`src/rtl/ntt_pkg.sv`:
```
// Shared types and helpers for the NTT write-back path: bank geometry,
// write-side FSM states and the core-address split into bank index and row.
package ntt_pkg;

  localparam int NUM_BANKS  = 8;
  localparam int BANK_IDX_W = 3;
  localparam int CORE_AW    = 8;
  localparam int ROW_W      = 5;

  typedef enum logic [1:0] {
    IDLE  = 2'd0,
    RUN   = 2'd1,
    DRAIN = 2'd2
  } wr_state_e;

  typedef struct packed {
    logic [BANK_IDX_W-1:0] idx;
    logic [ROW_W-1:0]      row;
  } bank_addr_t;

  // Upper bits pick the bank, lower bits the row inside it.
  function automatic bank_addr_t split_core_addr(input logic [CORE_AW-1:0] addr);
    bank_addr_t r;
    r.idx = addr[CORE_AW-1 -: BANK_IDX_W];
    r.row = addr[ROW_W-1:0];
    return r;
  endfunction

endpackage

```
`src/rtl/wr_crossbar_8x8.sv`:
```
// One-port 8-lane to 8-bank write router. Lowest-numbered lane targeting a
// bank wins; any additional lane on the same bank raises conflict.
module wr_crossbar_8x8
  import ntt_pkg::*;
#(
  parameter int DATA_WIDTH = 12
) (
  input  logic [NUM_BANKS*CORE_AW-1:0]    lane_addr,
  input  logic [NUM_BANKS*DATA_WIDTH-1:0] lane_data,
  output logic [NUM_BANKS-1:0]            we,
  output logic [NUM_BANKS*ROW_W-1:0]      row,
  output logic [NUM_BANKS*DATA_WIDTH-1:0] data,
  output logic                            conflict
);

  bank_addr_t dec;

  // Priority route every bank from the ascending lane scan.
  always_comb begin
    we       = '0;
    row      = '0;
    data     = '0;
    conflict = 1'b0;
    dec      = '0;
    for (int b = 0; b < NUM_BANKS; b++) begin
      for (int l = 0; l < NUM_BANKS; l++) begin
        dec = split_core_addr(lane_addr[l*CORE_AW +: CORE_AW]);
        if (dec.idx == BANK_IDX_W'(b)) begin
          if (we[b]) begin
            conflict = 1'b1;
          end else begin
            we[b]                           = 1'b1;
            row[b*ROW_W +: ROW_W]           = dec.row;
            data[b*DATA_WIDTH +: DATA_WIDTH] = lane_data[l*DATA_WIDTH +: DATA_WIDTH];
          end
        end else begin
          conflict = conflict;
        end
      end
    end
  end

endmodule

```
`src/rtl/bram_encode_write.sv`:
```
// Write-back address encoder: delays each read beat's addresses by the
// butterfly latency, then routes BU results to the 8 BRAM bank write ports.
module bram_encode_write
  import ntt_pkg::*;
#(
  parameter int DATA_WIDTH = 12,
  parameter int ADW        = 5,
  parameter int CAW        = 8,
  parameter int BU_LAT     = 4
) (
  input  logic                            clk_i,
  input  logic                            rst_i,
  input  logic                            rd_valid_i,
  input  logic                            rd_done_i,
  input  logic [7:0]                      olen_i,
  input  logic [NUM_BANKS*CAW-1:0]        addr_core_i,
  input  logic [NUM_BANKS*DATA_WIDTH-1:0] bu_a_i,
  input  logic [NUM_BANKS*DATA_WIDTH-1:0] bu_b_i,
  output logic [NUM_BANKS-1:0]            we_a_o,
  output logic [NUM_BANKS-1:0]            we_b_o,
  output logic [NUM_BANKS*ADW-1:0]        addr_a_o,
  output logic [NUM_BANKS*ADW-1:0]        addr_b_o,
  output logic [NUM_BANKS*DATA_WIDTH-1:0] din_a_o,
  output logic [NUM_BANKS*DATA_WIDTH-1:0] din_b_o,
  output logic                            busy_o,
  output logic                            conflict_o,
  output logic                            done_write_o
);

  localparam int CNT_W = $clog2(BU_LAT + 1);

  wr_state_e              state, state_next;
  logic [CNT_W-1:0]       drain_cnt, drain_cnt_next;
  logic                   capture, clear_conflict, done_next;

  logic [BU_LAT-1:0]          dl_valid, dl_valid_next;
  logic [NUM_BANKS*CAW-1:0]   dl_addr_a [BU_LAT];
  logic [NUM_BANKS*CAW-1:0]   dl_addr_b [BU_LAT];
  logic [NUM_BANKS*CAW-1:0]   addr_b_in;
  logic                       tail_valid;

  logic [NUM_BANKS-1:0]            xa_we, xb_we;
  logic [NUM_BANKS*ADW-1:0]        xa_row, xb_row;
  logic [NUM_BANKS*DATA_WIDTH-1:0] xa_data, xb_data;
  logic                            xa_conflict, xb_conflict;

  assign tail_valid = dl_valid[BU_LAT-1];

  // B partner address wraps modulo the core address space.
  always_comb begin
    addr_b_in = '0;
    for (int l = 0; l < NUM_BANKS; l++) begin
      addr_b_in[l*CAW +: CAW] = addr_core_i[l*CAW +: CAW] + CAW'(olen_i);
    end
  end

  always_comb begin
    dl_valid_next    = '0;
    dl_valid_next[0] = capture;
    for (int i = 1; i < BU_LAT; i++) begin
      dl_valid_next[i] = dl_valid[i-1];
    end
  end

  // The drain count includes the rd_done cycle, so done lands BU_LAT+1 cycles later.
  always_comb begin
    state_next     = state;
    drain_cnt_next = drain_cnt;
    capture        = 1'b0;
    clear_conflict = 1'b0;
    done_next      = 1'b0;
    case (state)
      IDLE: begin
        capture        = rd_valid_i;
        clear_conflict = rd_valid_i;
        if (rd_done_i) begin
          state_next     = DRAIN;
          drain_cnt_next = CNT_W'(BU_LAT);
        end else if (rd_valid_i) begin
          state_next = RUN;
        end else begin
          state_next = IDLE;
        end
      end
      RUN: begin
        capture = rd_valid_i;
        if (rd_done_i) begin
          state_next     = DRAIN;
          drain_cnt_next = CNT_W'(BU_LAT);
        end else begin
          state_next = RUN;
        end
      end
      DRAIN: begin
        if (drain_cnt <= CNT_W'(1)) begin
          state_next     = IDLE;
          drain_cnt_next = '0;
          done_next      = 1'b1;
        end else begin
          drain_cnt_next = drain_cnt - CNT_W'(1);
        end
      end
      default: begin
        state_next     = IDLE;
        drain_cnt_next = '0;
      end
    endcase
  end

  always_ff @(posedge clk_i) begin
    if (!rst_i) begin
      state     <= IDLE;
      drain_cnt <= '0;
      dl_valid  <= '0;
      for (int i = 0; i < BU_LAT; i++) begin
        dl_addr_a[i] <= '0;
        dl_addr_b[i] <= '0;
      end
    end else begin
      state        <= state_next;
      drain_cnt    <= drain_cnt_next;
      dl_valid     <= dl_valid_next;
      dl_addr_a[0] <= capture ? addr_core_i : '0;
      dl_addr_b[0] <= capture ? addr_b_in : '0;
      for (int i = 1; i < BU_LAT; i++) begin
        dl_addr_a[i] <= dl_addr_a[i-1];
        dl_addr_b[i] <= dl_addr_b[i-1];
      end
    end
  end

  wr_crossbar_8x8 #(.DATA_WIDTH(DATA_WIDTH)) u_xbar_a (
    .lane_addr (dl_addr_a[BU_LAT-1]),
    .lane_data (bu_a_i),
    .we        (xa_we),
    .row       (xa_row),
    .data      (xa_data),
    .conflict  (xa_conflict)
  );

  wr_crossbar_8x8 #(.DATA_WIDTH(DATA_WIDTH)) u_xbar_b (
    .lane_addr (dl_addr_b[BU_LAT-1]),
    .lane_data (bu_b_i),
    .we        (xb_we),
    .row       (xb_row),
    .data      (xb_data),
    .conflict  (xb_conflict)
  );

  // Registered write ports and status; idle ports drive zeros.
  always_ff @(posedge clk_i) begin
    if (!rst_i) begin
      we_a_o       <= '0;
      we_b_o       <= '0;
      addr_a_o     <= '0;
      addr_b_o     <= '0;
      din_a_o      <= '0;
      din_b_o      <= '0;
      busy_o       <= 1'b0;
      conflict_o   <= 1'b0;
      done_write_o <= 1'b0;
    end else begin
      we_a_o       <= tail_valid ? xa_we : '0;
      we_b_o       <= tail_valid ? xb_we : '0;
      addr_a_o     <= tail_valid ? xa_row : '0;
      addr_b_o     <= tail_valid ? xb_row : '0;
      din_a_o      <= tail_valid ? xa_data : '0;
      din_b_o      <= tail_valid ? xb_data : '0;
      busy_o       <= (state_next != IDLE) || (|dl_valid_next);
      conflict_o   <= clear_conflict ? 1'b0
                    : (conflict_o | (tail_valid & (xa_conflict | xb_conflict)));
      done_write_o <= done_next;
    end
  end

endmodule
```
`config.mk`:
```
export PLATFORM = sky130hd
export DESIGN_NAME = bram_encode_write
export DESIGN_NICKNAME = d
export VERILOG_FILES = /design/src/rtl/ntt_pkg.sv /design/src/rtl/wr_crossbar_8x8.sv /design/src/rtl/bram_encode_write.sv
export SDC_FILE = /design/constraint.sdc
export NUM_CORES = 2
export LEC_CHECK = 0
export CAP_MARGIN = 20
export CELL_PAD_IN_SITES_DETAIL_PLACEMENT = 1
export CELL_PAD_IN_SITES_GLOBAL_PLACEMENT = 1
export CORE_MARGIN = 5
export CORE_UTILIZATION = 41
export DETAILED_ROUTE_END_ITERATION = 6
export PLACE_DENSITY_LB_ADDON = 0.05
export SLEW_MARGIN = 20
export SYNTH_ARGS = -nofsm -noshare
export SYNTH_HDL_FRONTEND = slang
export SYNTH_SLANG_ARGS = --single-unit
```
`constraint.sdc`:
```
create_clock -name clk_i -period 2.78 [get_ports clk_i]
set_input_delay 0.834 -clock clk_i [delete_from_list [all_inputs] [get_ports clk_i]]
set_output_delay 0.834 -clock clk_i [all_outputs]
set_load 0.1 [all_outputs]
```
* After elaboration in Yosys (flattened, before gate mapping)
Memories as Yosys holds them, arrays and structs flattened.
Cells that the tools add are included.
** Storage, ports and cells
- Register bits :: 300
- Bits in writable memories :: 512
- Input port bits :: 268
- Output and inout port bits :: 291
- Logic and storage cells :: 1030
- Memories :: 2
** Memories
- dl_addr_a :: depth 4, bits a word 64, read ports 4, clocked after memory_dff 0, write ports 4, line bram_encode_write.sv:37 : logic [NUM_BANKS*CAW-1:0] dl_addr_a [BU_LAT];
- dl_addr_b :: depth 4, bits a word 64, read ports 4, clocked after memory_dff 0, write ports 4, line bram_encode_write.sv:38 : logic [NUM_BANKS*CAW-1:0] dl_addr_b [BU_LAT];
** Operators by class
- Add/sub/neg operators :: 9
- $lt $le $gt $ge :: 1
- Equal/unequal tests :: 115
- Muxes and demuxes :: 855
- Bitwise operators :: 12
- Reductions and logical operators :: 24
** Operator list (count)
- two-way mux 12 bit :: 240
- two-way mux 5 bit :: 240
- two-way mux 64 bit :: 10
- two-way mux 1 bit :: 358
- == test 3 bit (second input constant) :: 64
- == test 3 x 2 -> 1 bit (second input constant) :: 32
- adder 8 bit :: 8
- == test 3 x 1 -> 1 bit (second input constant) :: 16
- logical NOT 3 bit :: 16
- OR 1 bit :: 10
- two-way mux 2 bit :: 3
- two-way mux 3 bit :: 2
- case mux 2 bit (3 select lines) :: 1
- case mux 3 bit (2 select lines) :: 1
- AND reduction 2 bit :: 2
- OR reduction 2 bit :: 2
- OR reduction 4 bit :: 1
- less-or-equal comparator 3 x 1 -> 1 bit (second input constant) :: 1
- subtractor 3 x 1 -> 3 bit (second input constant) :: 1
- == test 2 x 1 -> 1 bit (second input constant) :: 1
- == test 2 bit (second input constant) :: 1
- logical NOT 2 bit :: 1
- inequality test 2 x 1 -> 1 bit (second input constant) :: 1
- nonzero test 2 bit :: 1
- 3 further kinds :: 3

* Longest topological paths before layout
An unclocked memory read counts as a cell.
- Depth in word-level cells :: 118
- Mapped depth :: 11
- Depth with buffers taken out :: 11

* Modules after synthesis
From an unflattened synthesis, not the netlist that was laid out.
** Unflattened totals
- Cell total of the unflattened synthesis :: 4990
- Area total of the unflattened synthesis :: 41474.8 sq um
** Modules (own cells, without submodules)
- bram_encode_write :: instances 1, cells each 2102, area an instance 24454.7 sq um, sequential area each 16255.6 sq um
- wr_crossbar_8x8 at u_xbar_a :: instances 1, cells each 1409, area an instance 8588.2 sq um, sequential area each 0.0 sq um
- wr_crossbar_8x8 at u_xbar_b :: instances 1, cells each 1479, area an instance 8431.8 sq um, sequential area each 0.0 sq um

* Worst setup path after synthesis
OpenSTA, ideal clock, no wires.
- Path kind :: register -> register
- Start :: mem dl_addr_b[3][15] (netlist bit)
- End :: reg conflict_o
- Library setup time :: 127 ps
- Arrival time :: 2278 ps
- Required time :: 2653 ps
- Path slack :: 375 ps
- Stages on the path, launching flop included :: 10
- Clock period less this slack :: 2405 ps
- Cell sequence :: dfxtp_1 > nor3b_1 > or4_4 > buf_6 > nor2_4 > and2_1 > o22ai_1 > or4_1 > nor4_1 > a21oi_1
** RTL lines
- start: declaration :: line bram_encode_write.sv:38
- end signal: assignment :: line bram_encode_write.sv:170 : conflict_o <= clear_conflict ? 1'b0
- end: declaration :: line bram_encode_write.sv:26 : output logic conflict_o,

==> flow_summary.json <==
{
  "status": "finished, violations left",
  "failed_checks": "design-rule violations, negative setup slack",
  "path_max_fanout": 12,
  "ff2ff_path_depth": 7,
  "finalClockSkew_ns": 0.0300,
  "yosys_warnings": 0,
  "cts_buffers": 83,
  "cp-endpoint": "din_b_o[25]$_SDFF_PN0_",
  "synth_edf_count": 0,
  "grt.total_usage": 0.381,
  "boundaryPins": 559,
  "fp.dieW_um": 321,
  "reg2reg_to": "din_b_o[25]$_SDFF_PN0_",
  "period_minus_slack_ns": 2.82,
  "tritoncts": "built",
  "final.period_utilization": 1.01,
  "crit_start": "dl_addr_b[3][29]$_SDFF_PN0_",
  "drive_gt1_frac": 0.192,
  "clock-sinks": 812,
  "grt_max_degree": 237,
  "max_cap_violations": 0,
  "yosys-top-cells-area": "dfxtp_1 41%, and2_1 7.2%, a221oi_1 6.1%",
  "crit_type": "register to register",
  "ys_seq_area_frac": 0.409,
  "critPathTopFamily": "simple AND/OR/NAND/NOR gates",
  "numPortBuffers": 558,
  "syn_nets": 5053,
  "slew_headroom": 0.308,
  "r2r-start": "dl_addr_b[3][29]$_SDFF_PN0_",
  "pre_cts_ws_ns": -0.329,
  "grt_pass1_wl_um": 295000,
  "required_ns": 3.37,
  "cts_max_path_buffers": 3,
  "rows": 114,
  "max_freq_ghz": 0.355,
  "synth_seq_cells": 812,
  "yosysTopAreaCellShare": 0.409,
  "hold_buffers": 0,
  "dieArea_um2": 103000,
  "netlist_top_cells_count": "812 x dfxtp_1, 458 x and2_1, 451 x clkbuf_1, 356 x nor2_1, 322 x nand2_1",
  "ys_async_sr_fraction": 0,
  "crit_path_max_incr_delay_ns": 0.70,
  "cp_slowest_cell": "nor2_1",
  "avgRoutedWirePerCell_um": 31.8,
  "endpoint_kind": "register",
  "die_h_um": 321,
  "syn_inst": 4719,
  "synth_cell_types": 78,
  "multi_input_area_um2": 21100,
  "max-vdd-ir-drop_uv": 579,
  "vias": 42500,
  "grt_pass1_vias": 42500,
  "ff_latch_area_um2": 16300,
  "dr.pass1.iters": 7,
  "htree_levels": 3,
  "rsz0062_at_grt": "true",
  "reg2reg_slack_ns": -0.04,
  "critical_path_buf_inv_count": 1,
  "grt_overflow": 0,
  "place_congestion": 0.990,
  "cp.arrival_ns": 3.41,
  "nets": 5520,
  "final_max_slew_viol_count": 0,
  "synth_most_common_cell": "dfxtp_1",
  "hp-class": "register to register",
  "finalHoldViolCount": 0,
  "netlist_area_um2": 39800,
  "cts_root_buf": "clkbuf_16",
  "worst_slew_pin_slew_ns": 1.04,
  "hpwlAfterDp_um": 148000,
  "worstPathCellList": "or3b_2 > and4bb_2 > nand2_1 > nor2_1 > buf_4 > a22oi_1 > a31oi_1",
  "wl_um": 208000,
  "crit_cells": 7,
  "drt_drc_violations_left": 10,
  "fillers": 11100,
  "vias_per_cell": 6.49,
  "setup_violations": 2,
  "start_util": 0.412,
  "synth_area_per_cell_um2": 8.43,
  "crit_path_start_kind": "register",
  "holdWs_ns": 0.428,
  "drt_iter0_markers": 6097,
  "ant_nets": 0,
  "yosys.area.top_type": "dfxtp_1",
  "antenna_found_initial": 17,
  "synth_flop_cell": "dfxtp_1",
  "powerDensity_nw_per_um2": 509,
  "area_growth_pct": 28.7,
  "coreArea_um2": 96400,
  "clk_pin_slew_ns": 0.06,
  "leakage_uw": 0.0197,
  "clk_latency_ns": 0.69,
  "timing.final.ws_setup_ns": -0.0403
}
power by group:
group,total [uW],switching [uW],internal (uW)
sequential,12000,129,11900
clock,11700,5000,6720
combinational,2370,1360,1010
total,26100,6490,19600
how the worst min path moves through the flow:
stage	end	cells past startpoint	start	slack, ns
after floorplan	dl_addr_a[1][0]$_SDFF_PN0_	1	dl_addr_a[0][0]$_SDFF_PN0_	0.41
after global placement	dl_addr_a[2][31]$_SDFF_PN0_	1	dl_addr_a[1][31]$_SDFF_PN0_	0.41
after detailed placement	dl_addr_b[2][19]$_SDFF_PN0_	1	dl_addr_b[1][19]$_SDFF_PN0_	0.42
after CTS	dl_addr_b[2][63]$_SDFF_PN0_	1	dl_addr_b[1][63]$_SDFF_PN0_	0.43
after global routing	dl_addr_a[2][20]$_SDFF_PN0_	1	dl_addr_a[1][20]$_SDFF_PN0_	0.44
final	dl_addr_a[3][61]$_SDFF_PN0_	1	dl_addr_a[2][61]$_SDFF_PN0_	0.43
placed cells by master, fill, tap and decap left out, types with 58 or more instances in the layout:
cell	n
a21oi_1	266
a221o_1	140
a221oi_1	274
a22oi_1	312
a31oi_1	99
and2_1	457
buf_4	712
clkbuf_16	83
clkdlybuf4s50_1	266
dfxtp_1	803
ha_1	58
nand2_1	321
nor2_1	353
o211ai_1	112
o21ai_0	199
stage by stage:
step,utilization,total power [uW],instances,setup TNS (ns),cell area (um^2)
detailed placement,0.499,14500,6375,-5.42,48100
finish,0.531,26100,6545,-0.0545,51200
global route,0.531,27000,6535,-0.0618,51200
global placement,0.499,14500,6375,-3.73,48100
floorplan,-,13300,4719,0,39800
CTS,0.529,26200,6527,-0.00576,51000
final cells by class:
cell class / instances / area share
Clock buffer: 118 / 0.0465
Clock inverter: 32 / 0.0101
Tap cell: 1276 / 0.0312
Antenna cell: 18 / 0.000880
Sequential cell: 812 / 0.318
Timing Repair Buffer: 1032 / 0.177
Inverter: 52 / 0.00381
Multi-Input combinational cell: 3205 / 0.413
timing repair:
action | in CTS | in global routing
buffers inserted | 2 | 0
pin swaps | 1 | 1
endpoints found under the setup margin | 2 | 40
gates resized for setup | 5 | 35
per-layer routing:
| layer | global-route usage | up-vias | wire (um) |
|---|---|---|---|
| met1 | 0.484 | 20500 | 80600 |
| met2 | 0.581 | 3034 | 89600 |
| met4 | 0.196 | 12 | 12400 |
| li1 | - | 18200 | - |
| met5 | 0 | - | 80 |
| met3 | 0.125 | 764 | 25800 |
cells by family after synthesis:
group / count (synthesis) / synth area share
simple gates: 1497 / 0.198
compound gates: 1582 / 0.287
buf+inv: 702 / 0.0698
fa+ha+maj: 66 / 0.0223
flops: 812 / 0.409
mux: 11 / 0.00280
xor+xnor: 49 / 0.0108
sequential cells by signal, summed over array words and instances (netlist names), 2 cells and up:
signal,cells
addr_b_o,40
we_b_o,8
din_a_o,96
we_a_o,8
dl_addr_b,256
din_b_o,96
drain_cnt,3
dl_addr_a,256
dl_valid,4
state,2
addr_a_o,40
Note: power is estimated with default switching activity, not from simulation.
